### src/rtl/keypad_scanner.sv
// 4x4 matrix keypad scanner: walks one active-low row per tick, debounces whole
// 16-key frames and reports a single accepted key as a hex code plus a valid strobe.
module keypad_scanner #(
  parameter int DIVIDE_BY       = 17,
  parameter int DEBOUNCE_FRAMES = 3
) (
  input  logic       clk,
  input  logic       reset_n,
  input  logic [3:0] col,
  output logic [3:0] row,
  output logic [3:0] key_code,
  output logic       key_valid,
  output logic       key_held
);

  // nibble i holds the hex value of the key at row i/4, column i%4
  localparam logic [63:0] KEYMAP = 64'hDEF0_C987_B654_A321;
  localparam logic [3:0]  DB_MAX = 4'(DEBOUNCE_FRAMES);

  typedef enum logic {IDLE, PRESSED} state_t;

  logic [3:0]           col_meta, col_sync;
  logic [DIVIDE_BY-1:0] tick_cnt;
  logic                 tick, frame_end;
  logic [1:0]           r_idx;
  logic [11:0]          snap;
  logic [15:0]          prev, frame;
  logic [3:0]           stable_cnt, cnt_next, hot_idx;
  logic                 debounced, one_hot;
  state_t               state;

  assign tick      = &tick_cnt;
  assign frame_end = tick && (r_idx == 2'd3);

  // row 3 is folded in live on the frame-end tick, so snap only keeps rows 0..2
  always_comb begin
    frame   = {~col_sync, snap};
    hot_idx = '0;
    for (int i = 0; i < 16; i++)
      if (frame[i]) hot_idx = 4'(i);
    one_hot = (frame != 16'd0) && ((frame & (frame - 16'd1)) == 16'd0);
    if (frame != prev)           cnt_next = '0;
    else if (stable_cnt == DB_MAX) cnt_next = stable_cnt;
    else                         cnt_next = stable_cnt + 4'd1;
    debounced = (cnt_next == DB_MAX);
  end

  always_ff @(posedge clk or negedge reset_n) begin
    if (!reset_n) begin
      col_meta   <= 4'hF;
      col_sync   <= 4'hF;
      tick_cnt   <= '0;
      r_idx      <= 2'd0;
      row        <= 4'b1110;
      snap       <= '0;
      prev       <= '0;
      stable_cnt <= '0;
    end else begin
      col_meta <= col;
      col_sync <= col_meta;
      tick_cnt <= tick_cnt + 1'b1;
      if (tick) begin
        case (r_idx)
          2'd0:    snap[3:0]  <= ~col_sync;
          2'd1:    snap[7:4]  <= ~col_sync;
          2'd2:    snap[11:8] <= ~col_sync;
          default: begin
            prev       <= frame;
            stable_cnt <= cnt_next;
          end
        endcase
        r_idx <= r_idx + 2'd1;
        row   <= ~(4'b0001 << (r_idx + 2'd1));
      end
    end
  end

  always_ff @(posedge clk or negedge reset_n) begin
    if (!reset_n) begin
      state     <= IDLE;
      key_code  <= 4'h0;
      key_valid <= 1'b0;
      key_held  <= 1'b0;
    end else begin
      key_valid <= 1'b0;
      if (frame_end && debounced) begin
        case (state)
          IDLE: if (one_hot) begin
            key_code  <= KEYMAP[{hot_idx, 2'b00} +: 4];
            key_valid <= 1'b1;
            key_held  <= 1'b1;
            state     <= PRESSED;
          end
          default: if (frame == 16'd0) begin
            key_held <= 1'b0;
            state    <= IDLE;
          end
        endcase
      end
    end
  end

endmodule

### config.mk
export PLATFORM = sky130hd
export DESIGN_NAME = keypad_scanner
export DESIGN_NICKNAME = d
export VERILOG_FILES = /design/src/rtl/keypad_scanner.sv
export SDC_FILE = /design/constraint.sdc
export NUM_CORES = 1
export LEC_CHECK = 0
export CORE_MARGIN = 2
export CORE_UTILIZATION = 60
export CTS_BUF_LIST = sky130_fd_sc_hd__clkbuf_8
export DETAILED_ROUTE_END_ITERATION = 16
export MAX_ROUTING_LAYER = met4
export PLACE_DENSITY_LB_ADDON = 0.15
export SYNTH_ARGS = -nofsm -noshare
export SYNTH_HDL_FRONTEND = slang
export SYNTH_SLANG_ARGS = --single-unit
### constraint.sdc
create_clock -name clk -period 4.5 [get_ports clk]
set_clock_uncertainty 0.15 [all_clocks]
set_input_delay 0.9 -clock clk [delete_from_list [all_inputs] [get_ports clk]]
set_output_delay 0.9 -clock clk [all_outputs]
set_load 0.01 [all_outputs]
-- Word-level counts from Yosys, hierarchy flattened
Index checks and enable logic that the tools add are counted.
- flip-flop bits (word level): 70
- bits of input ports: 6
- output and inout bits: 10
- add/sub/neg operators: 4
- bitwise logic cells: 5
- reductions and logical operators: 16
- equality and inequality tests: 7
- muxes and demuxes: 25
- shift-type cells: 2
- operators with widths (kind ; count):
    $reduce_and A18 Y1 ; 4
    $shiftx A64 B7 Y4 const A ; 1
    $mux W4 ; 14
    $logic_not A16 Y1 ; 2
    $add A17 B1 Y17 const B ; 1
    $reduce_and A17 Y1 ; 1
    $and A16 B16 Y16 ; 1
    $ne A16 B16 Y1 ; 1
    $reduce_bool A16 Y1 ; 1
    $sub A16 B1 Y16 const B ; 1
    $mux W1 ; 9
    $eq A4 B2 Y1 const B ; 2
    $not A4 Y4 ; 2
    $reduce_and A3 Y1 ; 2
    $add A4 B1 Y4 const B ; 1
    $eq A2 B2 Y1 const B ; 2
    $mux W2 ; 2
    $shl A1 B2 Y4 const A ; 1
    $logic_and A1 B1 Y1 ; 3
    $reduce_or A3 Y1 ; 1
    $add A2 B1 Y2 const B ; 1
    $eq A2 B1 Y1 const B ; 1
    $logic_not A2 Y1 ; 1
    $ne A2 B1 Y1 const B ; 1
    other kinds (2) ; 3

-- Longest topological paths before layout
- depth after elaboration: 16
- gate-level depth with buffers: 12
- mapped depth without buffers: 11

-- Worst setup path after synthesis
Ideal clock, no wire load.
- path kind: register to register
- start: register tick_cnt[0]
- end: register key_code[0]
- required time: 4225 ps
- period minus slack after synthesis: 3184 ps
- buffers on the path: 1
- setup slack: 1316 ps
- arrival time: 2909 ps
- stages on the path, launching flop included: 11
- cells stage by stage: dfrtp_1 ha_1 nand3_1 or2_2 nor3_1 ha_1 clkbuf_1 nand4b_1 a211o_1 nor4_4 mux2_2
- longest elaborated chain between the ends: 4
- RTL lines (element ; line ; text):
    start, declared ; 23 ; logic [DIVIDE_BY-1:0] tick_cnt;
    start signal, assigned ; 61 ; tick_cnt <= tick_cnt + 1'b1;
    $reduce_and A17 Y1 ; 32 ; assign tick = &tick_cnt;
    net tick ; 24 ; logic tick, frame_end;
    $logic_and A1 B1 Y1 ; 33 ; assign frame_end = tick && (r_idx == 2'd3);
    $logic_and A1 B1 Y1 ; 86 ; if (frame_end && debounced) begin
    $reduce_and A3 Y1 (no source line) ; -- ;
    end signal, assigned ; 89 ; key_code <= KEYMAP[{hot_idx, 2'b00} +: 4];
    end, declared ; 11 ; output logic [3:0] key_code,
The timed path passes the listed nets, and every way through them passes these cells.
A chain may end at the register's enable or synchronous reset.

-- Final worst setup path
- start: register tick_cnt[0]
- end: register key_code[1]
Same word-level chain as after synthesis.

==> impl_metrics.toml <==
[setup_path]
critical_path_depth = 9
critPathMaxStageDelay_ns = 0.46
ff2ff_path_depth = 9
cp_num_buf_inv = 0
endpoint_kind = "register"
critical_path.startpoint_type = "register"
worstPathRequired_ns = 4.57
arrival_ns = 3.51
critPathTopFamily = "simple AND/OR/NAND/NOR gates"
timing.critical_path.mode_cell = "ha_1"
path_max_fanout = 8
path_class = "register to register"
worst_path_max_delay_cell = "nor4_4"
path_cells = "ha_1 -> nand3_1 -> or2_2 -> nor3_1 -> ha_1 -> nand4b_1 -> a211o_1 -> nor4_4 -> mux2_2"

[cts]
clock_sinks = 70
cts_resized = 0
clkLatencyLatePin_ns = 0.33
cts_buffers = 9
cts_root_buffer = "clkbuf_8"
htree_levels = 3
cts_hold_buf = 0
cts_tree = "yes"
postCtsSetupBuffers = 0
clk_pin_slew_ns = 0.07
cts_max_path_buffers = 2

[layout]
num-fill-cells = 421
layout-drive-gt1-share_pct = 16.1
n_antenna_cell = 0
utilization_pct = 68.5
area_growth_pct = 9.61
nNetsFinal = 342

[global_routing]
grt_pass1_wl_um = 10500
grt_pass1_vias = 2244
grt-ovfl-total = 0
grt_start_max_net_pins = 52
antenna_found_initial = 0
grt_usage_pct = 22.1

[logic_synthesis]
yosys.area.top_type_share_pct = 42.6
ys.flop_type = "dfrtp_1"
synth_edf_count = 0
async_reset_ff_share_pct = 100
syn-num-nets = 332
synthDistinctLibCells = 45
synth-seq-area-share_pct = 51.0
yosysMostFrequentCell = "dfrtp_1"
ys_ff_latch = 70
yosys.area.top_type = "dfrtp_1"
ys_warn_count = 0
yosys-top-cells-count = "dfrtp_1, mux2_2, xor2_1"
synthCells = 314
syn_area_per_cell_sq_um = 11.0
synth.area.top_cells = "dfrtp_1, dfstp_2, mux2_2"
synthesis.area_sq_um = 3460

[sta]
final.setup.tns_ns = 0
setup_slack_ns = 1.07
maxSlewHeadroom_pct = 36.2
max_freq_mhz = 291
finalHoldViolations = 0
fin_crit_sh_pct = 76.3
tightest_slew_ns = 0.957
period_minus_slack_ns = 3.43
slew_viol_final = 0
holdWs_ns = 0.205
setup_viol = 0
rsz0062_at_grt = "false"

[drt]
wl_per_cell_um = 15.5
drt_iter0_drc = 199
drcViolationCount = 0
drtPass1Iterations = 5
wirelength_um = 6210
antenna_left = 0
viasPerCell = 5.88
routed-via-count = 2356

[power_and_ir_drop]
pwr-share-comb_pct = 3.3
p_int_uw = 854
irDropWorstVdd_mv = 0.192
p_leak_nw = 1.82
clockPowerShare_pct = 38.2
switchingPower_uw = 244
power_density_nw_per_um2 = 289
finalPower_mw = 1.10
seq_power_share_pct = 58.5
switching_share_pct = 22.2

[floorplanning]
rows = 27
dieArea_sq_um = 6400
core_area_sq_um = 5540
start_util_pct = 62.5
fp.dieH_um = 80.0
die_x_um = 80.0
io_pins = 16

[place]
dpl_worst_slack_ns = 1.04
post-dp-hpwl_um = 4400
gp_congestion = 0.779
io_buffers = 15

[min_path]
hp-class = "register to register"
whs_path_depth = 0

[run]
max_cap_violations = 0

[outcome]
status = "finished clean"
-- worst paths after layout --
path                             startpoint     endpoint  slack (ns)
worst max-delay path            tick_cnt[0]  key_code[1]        1.07
worst min-delay path            col_meta[1]  col_sync[1]        0.21
worst max register to register  tick_cnt[0]  key_code[1]        1.07
worst min register to register  col_meta[1]  col_sync[1]        0.21
max in group asynchronous           reset_n     key_held        2.86
min in group asynchronous           reset_n     r_idx[0]        0.36
-- power groups by stage --
stage	Sequential (mW)	Clock, mW	Combinational, mW
after floorplan	0.648	0	0.0203
after global placement	0.654	0	0.0357
final	0.643	0.420	0.0359
after CTS	0.643	0.432	0.0368
after global routing	0.643	0.452	0.0415
after detailed placement	0.654	0	0.0365
-- per-layer routing --
layer	routed length [um]	share of wire [%]	up-vias	global-route usage, %
li1	-	-	1119	-
met1	2960	48	1175	29.8
met2	2940	47	49	33.4
met3	206	3.3	13	3.85
met4	110	1.8	0	9.15
met5	0	0	-	-
-- cell families after synthesis --
family | synth area share [%]
buffers and inverters | 4.04
AND/OR/NAND/NOR | 13.7
AO/OA/AOI/OAI | 8.92
multiplexers | 9.68
XOR/XNOR | 8.09
adder cells (fa/ha/maj) | 4.62
flip-flops | 51.0
-- state kept, by name (all words and copies together), names as in the netlist --
register	count
key_valid	1
row	4
col_sync	4
key_code	4
r_idx	2
tick_cnt	17
stable_cnt	4
snap	12
state	1
prev	16
key_held	1
col_meta	4
-- area by class of cell --
| type | count | area [sq um] | area share, % |
|---|---|---|---|
| Sequential cell | 70 | 1770 | 46.5 |
| Multi-Input combinational cell | 209 | 1560 | 41.1 |
| Timing Repair Buffer | 16 | 153 | 4.02 |
| Clock buffer | 10 | 138 | 3.62 |
| Tap cell | 72 | 90.1 | 2.37 |
| Inverter | 18 | 67.6 | 1.78 |
| Clock inverter | 6 | 25.0 | 0.659 |
-- cell usage in the layout (no fill, tap or decap), types with 6 or more instances in the layout --
master | Yosys | layout
o21ai_0 | 11 | 11
xnor2_1 | 12 | 12
inv_1 | 18 | 22
nand2_1 | 17 | 17
ha_1 | 12 | 12
clkdlybuf4s50_1 | 0 | 14
mux2i_1 | 11 | 11
a21oi_1 | 14 | 14
nor4_1 | 6 | 6
nand2b_1 | 6 | 6
nor2_1 | 18 | 18
clkbuf_8 | 0 | 10
dfstp_2 | 11 | 11
nand3_1 | 8 | 8
mux2_2 | 20 | 20
dfrtp_1 | 59 | 59
xor2_1 | 20 | 20
-- worst register-to-register path: stages (launching register included) --
cell and delay, ns:
dfrtp_1 0.41, ha_1 0.24, nand3_1 0.16, or2_2 0.36
nor3_1 0.22, ha_1 0.41, nand4b_1 0.16, a211o_1 0.37
nor4_4 0.46, mux2_2 0.39
-- metrics by stage --
| stage | instances | instance area (sq um) |
|---|---|---|
| 6_report | 401 | 3800 |
| 5_1_grt | 401 | 3800 |
| 2_1_floorplan | 314 | 3460 |
| 3_5_place_dp | 385 | 3630 |
| 4_1_cts | 401 | 3800 |
| 3_3_place_gp | 385 | 3630 |
Note: power is estimated with default switching activity, not from simulation.
